### src/rtl/dot_accum_pkg.sv
// -----------------------------------------------------------------------------
// dot_accum_pkg
// Shared constants for the dot-product accumulator and its upstream multiplier.
//   ST_ACCUM / ST_DONE : accumulator state encoding
//   WIDTH_A / WIDTH_B  : default multiplier operand widths
//   clog2()            : ceiling log2, used to size the term counters
// -----------------------------------------------------------------------------
package dot_accum_pkg;

  localparam logic [0:0] ST_ACCUM = 1'b0;
  localparam logic [0:0] ST_DONE  = 1'b1;

  localparam int WIDTH_A = 4;
  localparam int WIDTH_B = 6;

  // Ceiling log2; a value of 1 still needs one bit of storage.
  function automatic int clog2(input int n);
    int r;
    int v;
    r = 0;
    v = n - 1;
    while (v > 0) begin
      r++;
      v = v >> 1;
    end
    return (r == 0) ? 1 : r;
  endfunction

endpackage

### src/rtl/valid_delay_line.sv
// -----------------------------------------------------------------------------
// valid_delay_line
// Reset-clearable 1-bit shift register that shadows an un-reset datapath pipe,
// marking which samples leaving that pipe are real.
//   clk : rising-edge clock
//   rst : synchronous, active-high reset; clears every stage
//   d   : bit entering stage 0
//   q   : all DELAY taps; q[DELAY-1] is d delayed by DELAY cycles
// -----------------------------------------------------------------------------
module valid_delay_line #(
  parameter int DELAY = 5
) (
  input  logic             clk,
  input  logic             rst,
  input  logic             d,
  output logic [DELAY-1:0] q
);

  generate
    if (DELAY == 1) begin : g_single
      always_ff @(posedge clk) begin
        // NOTE: this shift line is reset even though the datapath it shadows is
        // not; clearing it is what discards stale in-flight samples after reset.
        if (rst) q <= '0;
        else     q <= d;
      end
    end else begin : g_multi
      always_ff @(posedge clk) begin
        if (rst) q <= '0;
        else     q <= {q[DELAY-2:0], d};
      end
    end
  endgenerate

endmodule

### src/rtl/dot_product_accum.sv
// -----------------------------------------------------------------------------
// dot_product_accum
// Accumulates LEN consecutive products from a pipelined multiplier into one
// dot-product result, gating operand issue and presenting the result on a
// valid/ready output.
//   clk       : rising-edge clock, shared with the multiplier
//   rst       : synchronous, active-high reset
//   in_valid  : operand pair at the multiplier inputs is meaningful
//   in_ready  : an operand pair is accepted this cycle (issue = in_valid & in_ready)
//   prod      : multiplier output, DELAY cycles behind its operands
//   out_data  : dot-product result
//   out_valid : out_data holds a completed result
//   out_ready : consumer accepts the result
//   sat       : (DOT_ACCUM_SATURATE_EN only) a clamp occurred in this result
//   busy      : an issued product has not yet been accumulated
// Build option: define DOT_ACCUM_SATURATE_EN to clamp the accumulator at
// all-ones instead of wrapping, and to add the sat output.
// -----------------------------------------------------------------------------
module dot_product_accum
  import dot_accum_pkg::*;
#(
  parameter int WIDTH_P   = WIDTH_A + WIDTH_B,
  parameter int DELAY     = 5,
  parameter int LEN       = 8,
  parameter int ACC_WIDTH = WIDTH_P + clog2(LEN)
) (
  input  logic                 clk,
  input  logic                 rst,
  input  logic                 in_valid,
  output logic                 in_ready,
  input  logic [WIDTH_P-1:0]   prod,
  output logic [ACC_WIDTH-1:0] out_data,
  output logic                 out_valid,
  input  logic                 out_ready,
`ifdef DOT_ACCUM_SATURATE_EN
  output logic                 sat,
`endif
  output logic                 busy
);

  localparam int CW = clog2(LEN + 1);
  localparam logic [CW-1:0] LEN_C  = CW'(LEN);
  localparam logic [CW-1:0] LAST_C = CW'(LEN - 1);

  logic [0:0]           state;
  logic [CW-1:0]        icnt;     // terms issued into the multiplier
  logic [CW-1:0]        rcnt;     // terms accumulated
  logic [ACC_WIDTH-1:0] acc;
  logic [ACC_WIDTH-1:0] acc_sum;
  logic [DELAY-1:0]     vld_pipe;
  logic                 issue;
  logic                 arrive;
  logic                 handshake;

  assign in_ready  = (state == ST_ACCUM) && (icnt < LEN_C);
  assign issue     = in_valid & in_ready;
  assign arrive    = vld_pipe[DELAY-1];
  assign handshake = out_valid & out_ready;
  assign busy      = (icnt != rcnt) | (|vld_pipe);

  // Tracks the multiplier pipeline so arrive lines up with the matching prod.
  valid_delay_line #(.DELAY(DELAY)) u_vld (
    .clk (clk),
    .rst (rst),
    .d   (issue),
    .q   (vld_pipe)
  );

`ifdef DOT_ACCUM_SATURATE_EN
  logic [ACC_WIDTH:0] sum_wide;
  logic               clamp;
  logic               sat_seen;   // a clamp has happened earlier in this vector

  always_comb begin
    // NOTE: every signal driven here gets a value on every path, so no latch
    // can be inferred.
    sum_wide = {1'b0, acc} + (ACC_WIDTH + 1)'(prod);
    clamp    = sum_wide[ACC_WIDTH];
    acc_sum  = clamp ? '1 : sum_wide[ACC_WIDTH-1:0];
  end
`else
  assign acc_sum = acc + ACC_WIDTH'(prod);
`endif

  always_ff @(posedge clk) begin
    if (rst) begin
      state     <= ST_ACCUM;
      icnt      <= '0;
      rcnt      <= '0;
      acc       <= '0;
      out_data  <= '0;
      out_valid <= 1'b0;
`ifdef DOT_ACCUM_SATURATE_EN
      sat       <= 1'b0;
      sat_seen  <= 1'b0;
`endif
    end else begin
      // NOTE: non-blocking assignments throughout, so every register here sees
      // the pre-edge value of every other register.
      if (issue) icnt <= icnt + 1'b1;

      if (state == ST_ACCUM) begin
        if (arrive) begin
          rcnt <= rcnt + 1'b1;
          if (rcnt == LAST_C) begin
            out_data  <= acc_sum;
            out_valid <= 1'b1;
            acc       <= '0;
            state     <= ST_DONE;
`ifdef DOT_ACCUM_SATURATE_EN
            sat       <= sat_seen | clamp;
            sat_seen  <= 1'b0;
`endif
          end else begin
            acc <= acc_sum;
`ifdef DOT_ACCUM_SATURATE_EN
            sat_seen <= sat_seen | clamp;
`endif
          end
        end
      end else if (handshake) begin
        // in_ready is low throughout DONE, so no arrival can collide with this.
        out_valid <= 1'b0;
        icnt      <= '0;
        rcnt      <= '0;
        state     <= ST_ACCUM;
      end
    end
  end

endmodule
### config.mk
export PLATFORM = sky130hd
export DESIGN_NAME = dot_product_accum
export DESIGN_NICKNAME = d
export VERILOG_FILES = /design/src/rtl/dot_accum_pkg.sv /design/src/rtl/valid_delay_line.sv /design/src/rtl/dot_product_accum.sv
export SDC_FILE = /design/constraint.sdc
export NUM_CORES = 1
export LEC_CHECK = 0
export BUFFER_PORTS_ARGS = -buffer_cell sky130_fd_sc_hd__buf_2
export CAP_MARGIN = 20
export CORE_MARGIN = 8
export CORE_UTILIZATION = 57
export CTS_CLUSTER_SIZE = 20
export DETAILED_ROUTE_END_ITERATION = 10
export GPL_ROUTABILITY_DRIVEN = 0
export PLACE_DENSITY = 0.82
export SYNTH_ARGS = -nofsm -noshare
export SYNTH_HDL_FRONTEND = slang
export SYNTH_HIERARCHICAL = 1
export SYNTH_SLANG_ARGS = --single-unit
export TNS_END_PERCENT = 5
### constraint.sdc
create_clock -name clk -period 2.2 [get_ports clk]
set_clock_uncertainty 0.05 [all_clocks]
set_input_delay 0.22 -clock clk [delete_from_list [all_inputs] [get_ports clk]]
set_output_delay 0.22 -clock clk [all_outputs]
set_load 0.02 [all_outputs]
==> results.toml <==
[worst_setup_path]
cp-start-kind = "flip-flop"
cp_max_fo = 4
r2r_start = "acc[0]$_SDFFE_PP0P_"
cp.required_ns = 2.36
ff2ff_setup_slack_ns = 0.16
crit_top_cell = "a211oi_2"
critPathMaxStageDelay_ns = 0.40
crit_chain = "ha_1, fa_2, a211oi_2, o211ai_1, a21oi_2, o21ai_0, a211oi_2"
reg2reg_to = "acc[10]$_SDFFE_PP0P_"
crit_arrival_ns = 2.20
crit_type = "reg -> reg"
slowest_stage = "fa_2"
reg2reg_depth = 7
endpoint_kind = "flip-flop"

[job]
drv_cap = 0

[logic_synthesis]
yosysWarningCount = 6
synth_xor_area_share_pct = 4.719
syn-num-nets = 285
synth_fa_ha_area_share_pct = 7.640
synth_top_family_by_area = "simple AND/OR/NAND/NOR gates"
synthMuxAreaShare_pct = 0.8989
synth-seq-cells = 41
synth-compound-area-share_pct = 19.66
synth_cell_types = 53
ys_top_cells_by_area = "dfxtp_1, ha_1, nor2_1, nand2_1, a21oi_1"
synth-simple-area-share_pct = 27.36
yosysSeqAreaShare_pct = 36.85
yosys.area.top_type_share_pct = 36.85
postSynthAreaPerCell_um2 = 8.632
syn_inst = 258
netlist_area_um2 = 2227
ys.flop_type = "dfxtp_1"
synth_area_leader_cell = "dfxtp_1"
synth_edf_count = 0
async_reset_ff_share_pct = 0

[global_route]
grtUsageTotal_pct = 16.65
grt_pass1_wl_mm = 8.590
grt.overflow.total = 0
first_global_vias = 1927
grt_max_degree = 31
antenna_found_initial = 0

[sta]
worst_pin_slew_ns = 0.4243
rsz0062_at_grt = "no"
finalCritPeriodShare_pct = 92.80
hold_violations = 0
setup_tns_ns = 0
maxSlewHeadroom_pct = 71.61
finalSetupViolCount = 0
layout_min_cycle_time_ns = 2.042
slew_viol_final = 0
max_freq_mhz = 489.8

[clock_tree]
cts_buffer_depth = 2
cts_tree = "yes"
clk_pin_slew_worst_paths_ns = 0.08
post_cts_buffers = 0
clk-insertion-delay-late_ns = 0.29
cts_root_buf = "clkbuf_8"
cts_hold_buf = 0
htreeDepth = 2
cts_buffers = 5
cts_sinks = 41

[finish]
area_growth_pct = 15.84
diodes = 0
fin_nets = 318
fill_cells = 318
drive_gt1_share_pct = 21.92
layoutNonFillerInstCount = 340

[hold_path]
whs_path_depth = 4
hold_path.class = "in -> reg"
holdPathEnd = "state$_SDFF_PP0_"
hp-start = "out_ready"

[routing]
firstDrtPassIters = 4
final_antenna_net_count = 0
num_vias = 1998
wirelength_mm = 4.959
viasPerCell = 5.876
drc = 0
drtIter0Drc = 90
wl_per_cell_um = 14.59

[placement]
port-buffer-count = 29
dp.cells = 332
hpwl_mm = 3.680

[pwr]
vdd_drop_max_v = 0.0004323
powerDensity_nw_per_um2 = 580.2
power_leakage_uw = 0.001059

[die]
die_w_um = 78.51
num_rows = 22
coreArea_um2 = 3716
die-area_um2 = 6164
num_io_pins = 30
die_y_um = 78.51
start_util_pct = 59.93

[outcome]
outcome = "finished, final reports clean"
[layer usage]
layer | vias up | GRT usage [%] | wire length, um
li1 | 1008 | - | -
met1 | 945 | 20.87 | 2299
met2 | 35 | 27.09 | 2399
met3 | 10 | 4.100 | 180
met4 | 0 | 5.741 | 78
met5 | - | 0 | 0
[power breakdown]
| group | switching (uW) | total, uW | internal [uW] | leakage [uW] |
|---|---|---|---|---|
| Combinational | 69.8 | 118 | 47.9 | 0.000670 |
| Clock | 252 | 621 | 370 | 0.0000585 |
| Sequential | 7.80 | 758 | 750 | 0.000331 |
| Total | 329 | 1500 | 1170 | 0.00106 |
[layout make-up]
type	count	area (um^2)	area share, %
repair buffers	37	205.2	7.953
clock buffers	7	86.33	3.346
multi-input cells	204	1370	53.10
flip-flops and latches	41	820.8	31.81
inverters	2	7.507	0.2910
well taps	48	60.06	2.328
clock inverters	1	30.03	1.164
[how the worst max path moves through the flow]
stage	startpoint	endpoint	slack, ns	depth (start not counted)
finish	acc[0]$_SDFFE_PP0P_	acc[10]$_SDFFE_PP0P_	0.16	7
global route	acc[0]$_SDFFE_PP0P_	acc[10]$_SDFFE_PP0P_	0.005	7
CTS	acc[0]$_SDFFE_PP0P_	acc[12]$_SDFFE_PP0P_	0.04	7
detailed placement	prod[0]	acc[10]$_SDFFE_PP0P_	0.01	8
global placement	prod[0]	out_data[6]$_SDFFE_PP0P_	0.07	8
floorplan	acc[0]$_SDFFE_PP0P_	out_data[6]$_SDFFE_PP0P_	0.23	7
[critical path, delay by kind of cell (launching register included)]
family	cells	cell delay [ns]
AOI/OAI and AO/OA	5	0.98
adders and majority gates	2	0.61
DFF	1	0.32
[per-stage QoR]
| stage | setup slack, ns | hold slack (ns) | utilization (%) | power [uW] | instance area, um^2 |
|---|---|---|---|---|---|
| after floorplan | 0.2329 | 0.2416 | - | 854.4 | 2227 |
| after global routing | 0.005339 | 0.2145 | 69.43 | 1551 | 2580 |
| after detailed placement | 0.01274 | 0.3911 | 65.56 | 890.3 | 2436 |
| after CTS | 0.04394 | 0.1914 | 68.82 | 1502 | 2557 |
| final | 0.1583 | 0.1939 | 69.43 | 1497 | 2580 |
| after global placement | 0.07103 | 0.3862 | 65.56 | 888.3 | 2436 |
[placed cells by master (no fill, tap or decap), types with 6 or more instances in the layout]
cell	netlist	layout
buf_2	3	29
nor2b_1	6	6
a21oi_1	17	16
clkbuf_8	0	6
nor2_1	28	28
nand3b_1	8	8
o21ai_0	10	10
ha_1	12	12
nand2_1	26	26
dfxtp_1	41	41
nand3_1	12	12
xor2_1	8	8
buf_4	1	8
[synthesized netlist by cell type (all sizes together), types with 6 or more instances]
cell,instances
dfxtp,41
nand2,28
nor2,28
a21oi,22
ha,12
nand3,12
o21ai,11
nand3b,8
xor2,8
buf,6
nor2b,6
[state kept, by name (all words and copies together), names as in the netlist]
register,count
acc,13
icnt,4
out_data,13
out_valid,1
rcnt,4
state,1
u_vld/q,5
[kinds of logic (layout without fill, tap and decap cells)]
logic type / count (synthesis) / count (layout)
and+or+nand+nor: 115 / 115
AOI/OAI and AO/OA: 62 / 62
DFF: 41 / 41
adders and majority gates: 13 / 13
buffers and inverters: 13 / 47
xor gates and xnor gates: 12 / 12
muxes: 2 / 2
[repair_timing]
item,in CTS,in global routing
endpoints found under the hold margin,0,0
setup endpoints to repair,2,6
pin swaps,0,2
resized for setup,1,4
(Power assumes the default switching activity.)
